File: config.mk
export PLATFORM = sky130hd
export DESIGN_NAME = pipeline_run_ctrl
export DESIGN_NICKNAME = d
export VERILOG_FILES = /design/src/rtl/pipeline_run_ctrl.sv
export SDC_FILE = /design/constraint.sdc
export NUM_CORES = 1
export LEC_CHECK = 0
export BUFFER_PORTS_ARGS = -buffer_cell sky130_fd_sc_hd__buf_2
export CAP_MARGIN = 20
export CORE_MARGIN = 8
export CORE_UTILIZATION = 55
export DETAILED_ROUTE_END_ITERATION = 8
export PLACE_DENSITY_LB_ADDON = 0.15
export SYNTH_ARGS = -nofsm -noshare
export SYNTH_HDL_FRONTEND = slang
export SYNTH_SLANG_ARGS = --single-unit
File: constraint.sdc
create_clock -name clk -period 1.5 [get_ports clk]
set_input_delay 0.15 -clock clk [delete_from_list [all_inputs] [get_ports clk]]
set_output_delay 0.15 -clock clk [all_outputs]
set_load 0.01 [all_outputs]
File: src/rtl/pipeline_run_ctrl.sv
// pipeline_run_ctrl
// Board-side input conditioner and run/halt/single-step control for
// pipeline_top. Raw buttons and the result-select switch are synchronised,
// debounced and edge-detected. A 3-state FSM (RUN/HALT/STEP) then drives the
// registered stop, running and step_count outputs.
//
// Build option: define SIM_NO_DEBOUNCE_EN to bypass the debounce counters.
// Each debounced level then follows its synchronised input every cycle.
// This is meant for fast-clock simulation. The parameters stay declared.
module pipeline_run_ctrl #(
    parameter int DEBOUNCE_CYCLES = 1000000,
    parameter int CNT_W           = 20,
    parameter int STEP_W          = 16
) (
    input  logic              clk,
    input  logic              rst,
    input  logic              btn_stop,
    input  logic              btn_step,
    input  logic              sw_res,
    output logic              stop,
    output logic              switch_res,
    output logic              running,
    output logic [STEP_W-1:0] step_count
);

    typedef enum logic [1:0] {
        ST_RUN  = 2'd0,
        ST_HALT = 2'd1,
        ST_STEP = 2'd2
    } state_t;

    // Bit positions of the three conditioned inputs.
    localparam int N_IN     = 3;
    localparam int IDX_STOP = 0;
    localparam int IDX_STEP = 1;
    localparam int IDX_SW   = 2;

    logic [N_IN-1:0] raw_in;
    logic [N_IN-1:0] sync_meta;
    logic [N_IN-1:0] sync_s;
    logic [N_IN-1:0] in_db;
    logic [1:0]      btn_db_q;
    logic            stop_rise;
    logic            step_rise;
    state_t          state_q;
    state_t          state_next;

    assign raw_in = {sw_res, btn_step, btn_stop};

    // Two-flop synchroniser on every asynchronous input.
    // NOTE: sequential state uses non-blocking assignments so every flop samples pre-edge values.
    always_ff @(posedge clk or negedge rst) begin
        if (!rst) begin
            sync_meta <= '0;
            sync_s    <= '0;
        end else begin
            sync_meta <= raw_in;
            sync_s    <= sync_meta;
        end
    end

`ifdef SIM_NO_DEBOUNCE_EN
    // Debounce bypassed: the stable level tracks the synchronised input directly.
    always_ff @(posedge clk or negedge rst) begin
        if (!rst) begin
            in_db <= '0;
        end else begin
            in_db <= sync_s;
        end
    end
`else
    localparam logic [CNT_W-1:0] CNT_LAST = CNT_W'(DEBOUNCE_CYCLES - 1);

    logic [CNT_W-1:0] db_cnt [N_IN];

    // Per-input debounce: accept a new level only after it has differed for
    // DEBOUNCE_CYCLES consecutive cycles. Any agreement restarts the count.
    // NOTE: the counter array is ordinary control state, so it is reset with everything else.
    always_ff @(posedge clk or negedge rst) begin
        if (!rst) begin
            in_db <= '0;
            for (int i = 0; i < N_IN; i++) begin
                db_cnt[i] <= '0;
            end
        end else begin
            for (int i = 0; i < N_IN; i++) begin
                if (sync_s[i] == in_db[i]) begin
                    db_cnt[i] <= '0;
                end else if (db_cnt[i] == CNT_LAST) begin
                    in_db[i]  <= sync_s[i];
                    db_cnt[i] <= '0;
                end else begin
                    db_cnt[i] <= db_cnt[i] + CNT_W'(1);
                end
            end
        end
    end
`endif

    // One-cycle delayed copy of the debounced buttons for rise detection.
    always_ff @(posedge clk or negedge rst) begin
        if (!rst) begin
            btn_db_q <= '0;
        end else begin
            btn_db_q <= in_db[IDX_STEP:IDX_STOP];
        end
    end

    assign stop_rise = in_db[IDX_STOP] & ~btn_db_q[IDX_STOP];
    assign step_rise = in_db[IDX_STEP] & ~btn_db_q[IDX_STEP];

    // FSM state register.
    always_ff @(posedge clk or negedge rst) begin
        if (!rst) begin
            state_q <= ST_RUN;
        end else begin
            state_q <= state_next;
        end
    end

    // Next-state logic. A stop press beats a step press in HALT, and STEP
    // always lasts exactly one cycle.
    // NOTE: default assigned first so no path leaves state_next unassigned (no latch).
    always_comb begin
        state_next = state_q;
        case (state_q)
            ST_RUN: begin
                if (stop_rise) begin
                    state_next = ST_HALT;
                end
            end
            ST_HALT: begin
                if (stop_rise) begin
                    state_next = ST_RUN;
                end else if (step_rise) begin
                    state_next = ST_STEP;
                end
            end
            ST_STEP: begin
                state_next = ST_HALT;
            end
            default: begin
                state_next = ST_RUN;
            end
        endcase
    end

    // Outputs registered from the next state so they align with state_q.
    always_ff @(posedge clk or negedge rst) begin
        if (!rst) begin
            stop       <= 1'b0;
            running    <= 1'b1;
            switch_res <= 1'b0;
            step_count <= '0;
        end else begin
            stop       <= (state_next == ST_HALT);
            running    <= (state_next == ST_RUN);
            switch_res <= in_db[IDX_SW];
            if (state_next == ST_STEP) begin
                step_count <= step_count + STEP_W'(1);
            end
        end
    end

endmodule

# --- Word level (Yosys, flattened, before mapping) ---
# Index checks and enable logic that the tools add are counted.
# W data, S select, Z words.
op_classes:
  n_bitwise: 7
  reduce_logical: 5
  div: 0
  mux: 10
  n_mul: 0
  n_eq_ne: 10
  n_addsub: 4
  n_lt_le_gt_ge: 0
  shifts: 0
ops:
  columns: ["cell", "count"]
  rows:
  - ["$mux W20", 6]
  - ["$add A20 B1 Y20 const B", 3]
  - ["$eq A20 B20 Y1 const B", 3]
  - ["$add A16 B1 Y16 const B", 1]
  - ["$mux W2", 3]
  - ["$pmux W2 S3", 1]
  - ["$reduce_and A2 Y1", 3]
  - ["$not A1 Y1", 5]
  - ["$eq A2 B1 Y1 const B", 2]
  - ["$eq A2 B2 Y1 const B", 2]
  - ["$logic_not A2 Y1", 2]
  - ["$eq A1 B1 Y1", 3]
  - ["$and A1 B1 Y1", 2]
word_totals:
  ram_bits: 0
  reg_bits: 92
  romBits: 0
  n_memories: 0
  latch_bits: 0

# --- Logic depth before layout (Yosys ltp) ---
depth:
  ltp_word: 6
  mapped_depth: 6
  depth_no_buf: 5

# --- Least setup slack after synthesis ---
# Ideal clock, no wire load.
synth_path:
  path_kind: "register to register"
  from: "register db_cnt[36] (netlist name)"
  to: "register in_db[1]"
  path_buffers: 0
  setup_ns: 0.125
  required_time_ns: 1.375
  path_stages_with_launch: 5
  arrival_time_ns: 1.500
  setup_slack_ns: -0.125
  path_cell_list: "dfrtp_1 -> nand3_1 -> or4b_4 -> nor3_1 -> mux2_2"
synth_via:
  elab_chain_len: 2
synth_rtl:
  columns: ["item", "line", "rtl"]
  rows:
  - ["from (decl)", "74", "logic [CNT_W-1:0] db_cnt [N_IN];"]
  - ["from (signal, indexed assignment)", "93", "db_cnt[i] <= db_cnt[i] + CNT_W'(1);"]
  - ["$eq A20 B20 Y1", "89", "end else if (db_cnt[i] == CNT_LAST) begin"]
  - ["$reduce_and A2 Y1 (no source line)", null, null]
  - ["to (signal, indexed assignment)", "90", "in_db[i] <= sync_s[i];"]
  - ["to (decl)", "41", "logic [N_IN-1:0] in_db;"]
# Every way passes these cells.
# A chain may end at the register's enable or synchronous reset.

# --- Final worst setup path ---
layout_path:
  from: "register db_cnt[13] (netlist name)"
  to: "register db_cnt[17] (netlist name)"
layout_via:
  elab_chain_len: 3
  word_cells_on_any_way: 4
  classes_between: "add/sub: 1; eq/ne: 1; mux: 2"
layout_rtl:
  columns: ["item", "line", "rtl"]
  rows:
  - ["$add A20 B1 Y20 or $eq A20 B20 Y1 (tied branches)", "93, 89", null]
  - ["$mux W20 (*)", "89", null]
  - ["$mux W20 (*)", "87", "if (sync_s[i] == in_db[i]) begin"]
# Every way passes the cells marked *; elsewhere a longest branch is shown, timed or not.

==> results.sh <==
export IMPL_status="finished, violations left"
export IMPL_violations="setup timing"
export IMPL_portBuffers=23
export IMPL_skew_ns=0.01621
export IMPL_clkTransAtPathRegs_ns=0.10
export IMPL_criticalPathCategory="reg2reg"
export IMPL_place_gp_congestion=0.8523
export IMPL_cts_tree="built"
export IMPL_fin_cells=663
export IMPL_num_vias=3708
export IMPL_cp_max_fo=5
export IMPL_grt_pass1_vias=3859
export IMPL_setup_tns_final_ns=-6.851
export IMPL_slowest_stage="dfrtp_1"
export IMPL_final_layout_size_suffix_gt1_frac=0.4260
export IMPL_cts_root_buffer="clkbuf_8"
export IMPL_fmax_mhz=608.4
export IMPL_p_total_mw=4.742
export IMPL_p_per_area_mw_per_mm2=772.4
export IMPL_dp_cells=619
export IMPL_std_cell_rows=32
export IMPL_cts_made_buffers=9
export IMPL_ctsLongestPathBuffers=2
export IMPL_netlist_area_mm2=0.004380
export IMPL_ys_seq_area_frac=0.5258
export IMPL_slew_viol_final=0
export IMPL_tightest_slew_ns=0.4359
export IMPL_syn_nets=420
export IMPL_arrival_ns=1.89
export IMPL_start_util=0.5669
export IMPL_setup_violations_final=62
export IMPL_min_path_type="in2async"
export IMPL_vias_per_cell=5.593
export IMPL_grt_first_pass_wirelength_um=18040
export IMPL_cp_end_kind="flip-flop"
export IMPL_finalCriticalPeriod_ns=1.644
export IMPL_slew_headroom=0.7094
export IMPL_hold_violations=0
export IMPL_netlist_instances=411
export IMPL_synth_seq_cells=92
export IMPL_areaGrowthSynthToFinish_pct=40.16
export IMPL_drt_wl_total_um=10870
export IMPL_placed_area_mm2=0.005323
export IMPL_synth_edf_count=0
export IMPL_stdcell_area_mm2=0.006140
export IMPL_period_share=1.096
export IMPL_rsz0062_at_grt="yes"
export IMPL_fill_cells=454
export IMPL_insertion_delay_ns=0.36
export IMPL_avgSynthCellArea_um2=10.66
export IMPL_htreeDepth=3
export IMPL_gr_total_overflow=0
export IMPL_cp_start_kind="flip-flop"
export IMPL_dieArea_mm2=0.01108
export IMPL_slowest_delay_ns=0.44
export IMPL_diodes=0
export IMPL_ys_warn_count=0
export IMPL_worst_slack_ns=-0.1437
export IMPL_crit_required_ns=1.74
export IMPL_hpwl_um=6697
export IMPL_core_mm2=0.007727
export IMPL_chipWidth_um=105.2
export IMPL_layout_nets=565
export IMPL_antenna_found_initial=0
export IMPL_first_pass_iters=4
export IMPL_wire_per_inst_um=16.39
export IMPL_drt_first_iter_violations=123
export IMPL_synth_cell_types=48
export IMPL_maxCapViolCount=0
export IMPL_die_h_um=105.2
export IMPL_grt_usage=0.1953
export IMPL_async_flop_share=1.000
export IMPL_worstPathCellList="nor4_2, nand4_1, buf_4, o21ai_4, buf_6, a21oi_1"
export IMPL_cts_sinks=92
export IMPL_grt_max_degree=31
export IMPL_ios=24
export IMPL_power_leakage_nw=2.724
export IMPL_ant_nets=0
export IMPL_synth_top_flop_cell="dfrtp_1"
export IMPL_drc_errors=0
export IMPL_ir_worst_vdd_uv=563.1
synthesized netlist by cell type, types with 2 or more instances:
master    instances  area share
xor2_1           28       0.056
and3_1            9       0.013
or4_1             6       0.010
and4bb_2          2      0.0057
a21oi_1          12       0.014
nand4_4           3       0.015
nor4_1           10       0.014
or3_1             3      0.0043
ha_1              4       0.011
mux2_2            4       0.010
nand3_1          33       0.038
o31ai_1           7       0.012
and4_2            3      0.0069
o21ai_0          10       0.011
nand4_1          23       0.033
nor2_1           53       0.045
buf_4             5      0.0086
nor3_1           10       0.011
dfrtp_1          91        0.52
and4_1            5       0.010
and2_1            3      0.0043
xnor2_1          31       0.062
nand2_1          22       0.019
or4b_1            2      0.0046
nor2b_1           2      0.0029
inv_1             5      0.0043
buf_2             4      0.0046
final timing paths:
path / start / end / slack (ns) / depth (start not counted)
worst min register to register: sync_meta[1]$_DFF_PN0_ / sync_s[1]$_DFF_PN0_ / 0.37 / 0
max in group asynchronous: rst / db_cnt[33]$_DFF_PN0_ / 0.66 / 3
worst max register to register: db_cnt[13]$_DFF_PN0_ / db_cnt[17]$_DFF_PN0_ / -0.14 / 6
min in group clk: sync_meta[1]$_DFF_PN0_ / sync_s[1]$_DFF_PN0_ / 0.37 / 0
worst min-delay path: rst / step_count[10]$_DFFE_PN0N_ / 0.26 / 2
worst max-delay path: db_cnt[13]$_DFF_PN0_ / db_cnt[17]$_DFF_PN0_ / -0.14 / 6
cells in the final DEF (no fill, tap or decap), types with 13 or more instances in the layout:
cell     instances
nand4_1         23
xnor2_1         31
nor2_2          17
xor2_1          28
nand2_1         20
dfrtp_1         90
nor2_1          26
buf_4          101
nand3_1         29
buf_2           22
buf_6           13
stage by stage:
| step | hold slack (ns) | setup slack [ns] | util |
|---|---|---|---|
| global route | 0.2818 | -0.2406 | 0.7945 |
| finish | 0.2578 | -0.1437 | 0.7945 |
| detailed placement | 0.1131 | -0.1076 | 0.6888 |
| floorplan | -0.1456 | -0.07472 | - |
| CTS | 0.2523 | -0.1228 | 0.7634 |
| global placement | 0.1092 | -0.06610 | 0.6888 |
kinds of logic (layout without fill, tap and decap cells):
logic type	Yosys count	in the layout	share of synthesized area
XOR/XNOR	59	59	0.1180
AND/OR/NAND/NOR	203	203	0.2691
flip-flops	92	92	0.5258
multiplexers	5	5	0.01257
AO/OA/AOI/OAI	32	32	0.04399
buffers and inverters	16	166	0.01914
adder cells (fa/ha/maj)	4	4	0.01143
flip-flops by register name, summed over array words and instances, names as in the netlist:
signal / flops
step_count: 16
sync_meta: 3
stop: 1
in_db: 3
db_cnt: 60
btn_db_q: 2
state_q: 2
running: 1
switch_res: 1
sync_s: 3
layer usage:
layer,track usage,part of all wire,up-vias
met5,0,0,-
met3,0.04080,0.037,23
met4,0.07339,0.021,0
li1,-,-,1755
met1,0.2342,0.43,1848
met2,0.3372,0.51,82
where the power goes:
part           switching, mW  internal [mW]
Sequential            0.0278           2.51
Clock                  0.923          0.999
Combinational          0.156          0.130
Total                   1.11           3.64
cell type report:
class / count / area [µm²] / area share
Timing Repair Buffer: 145 / 1145 / 0.1865
Multi-Input combinational cell: 303 / 2312 / 0.3766
Clock buffer: 10 / 137.6 / 0.02242
Tap cell: 102 / 127.6 / 0.02079
Clock inverter: 6 / 93.84 / 0.01528
Sequential cell: 92 / 2305 / 0.3754
Inverter: 5 / 18.77 / 0.003057
worst max-delay path, delay by kind of cell (launching register included):
family | cells | cell delay [ns]
AND/OR/NAND/NOR | 2 | 0.47
AO/OA/AOI/OAI | 2 | 0.27
buffers and inverters | 2 | 0.35
flip-flops | 1 | 0.44
what timing repair did:
item | in CTS | in global routing
gates resized for setup | 49 | 53
endpoints found under the setup margin | 63 | 73
buffers inserted | 15 | 5
pin swaps | 30 | 22
hold buffers | 4 | 0
hold endpoints to repair | 29 | 0
cloned | 4 | 0
(Power assumes the default switching activity.)
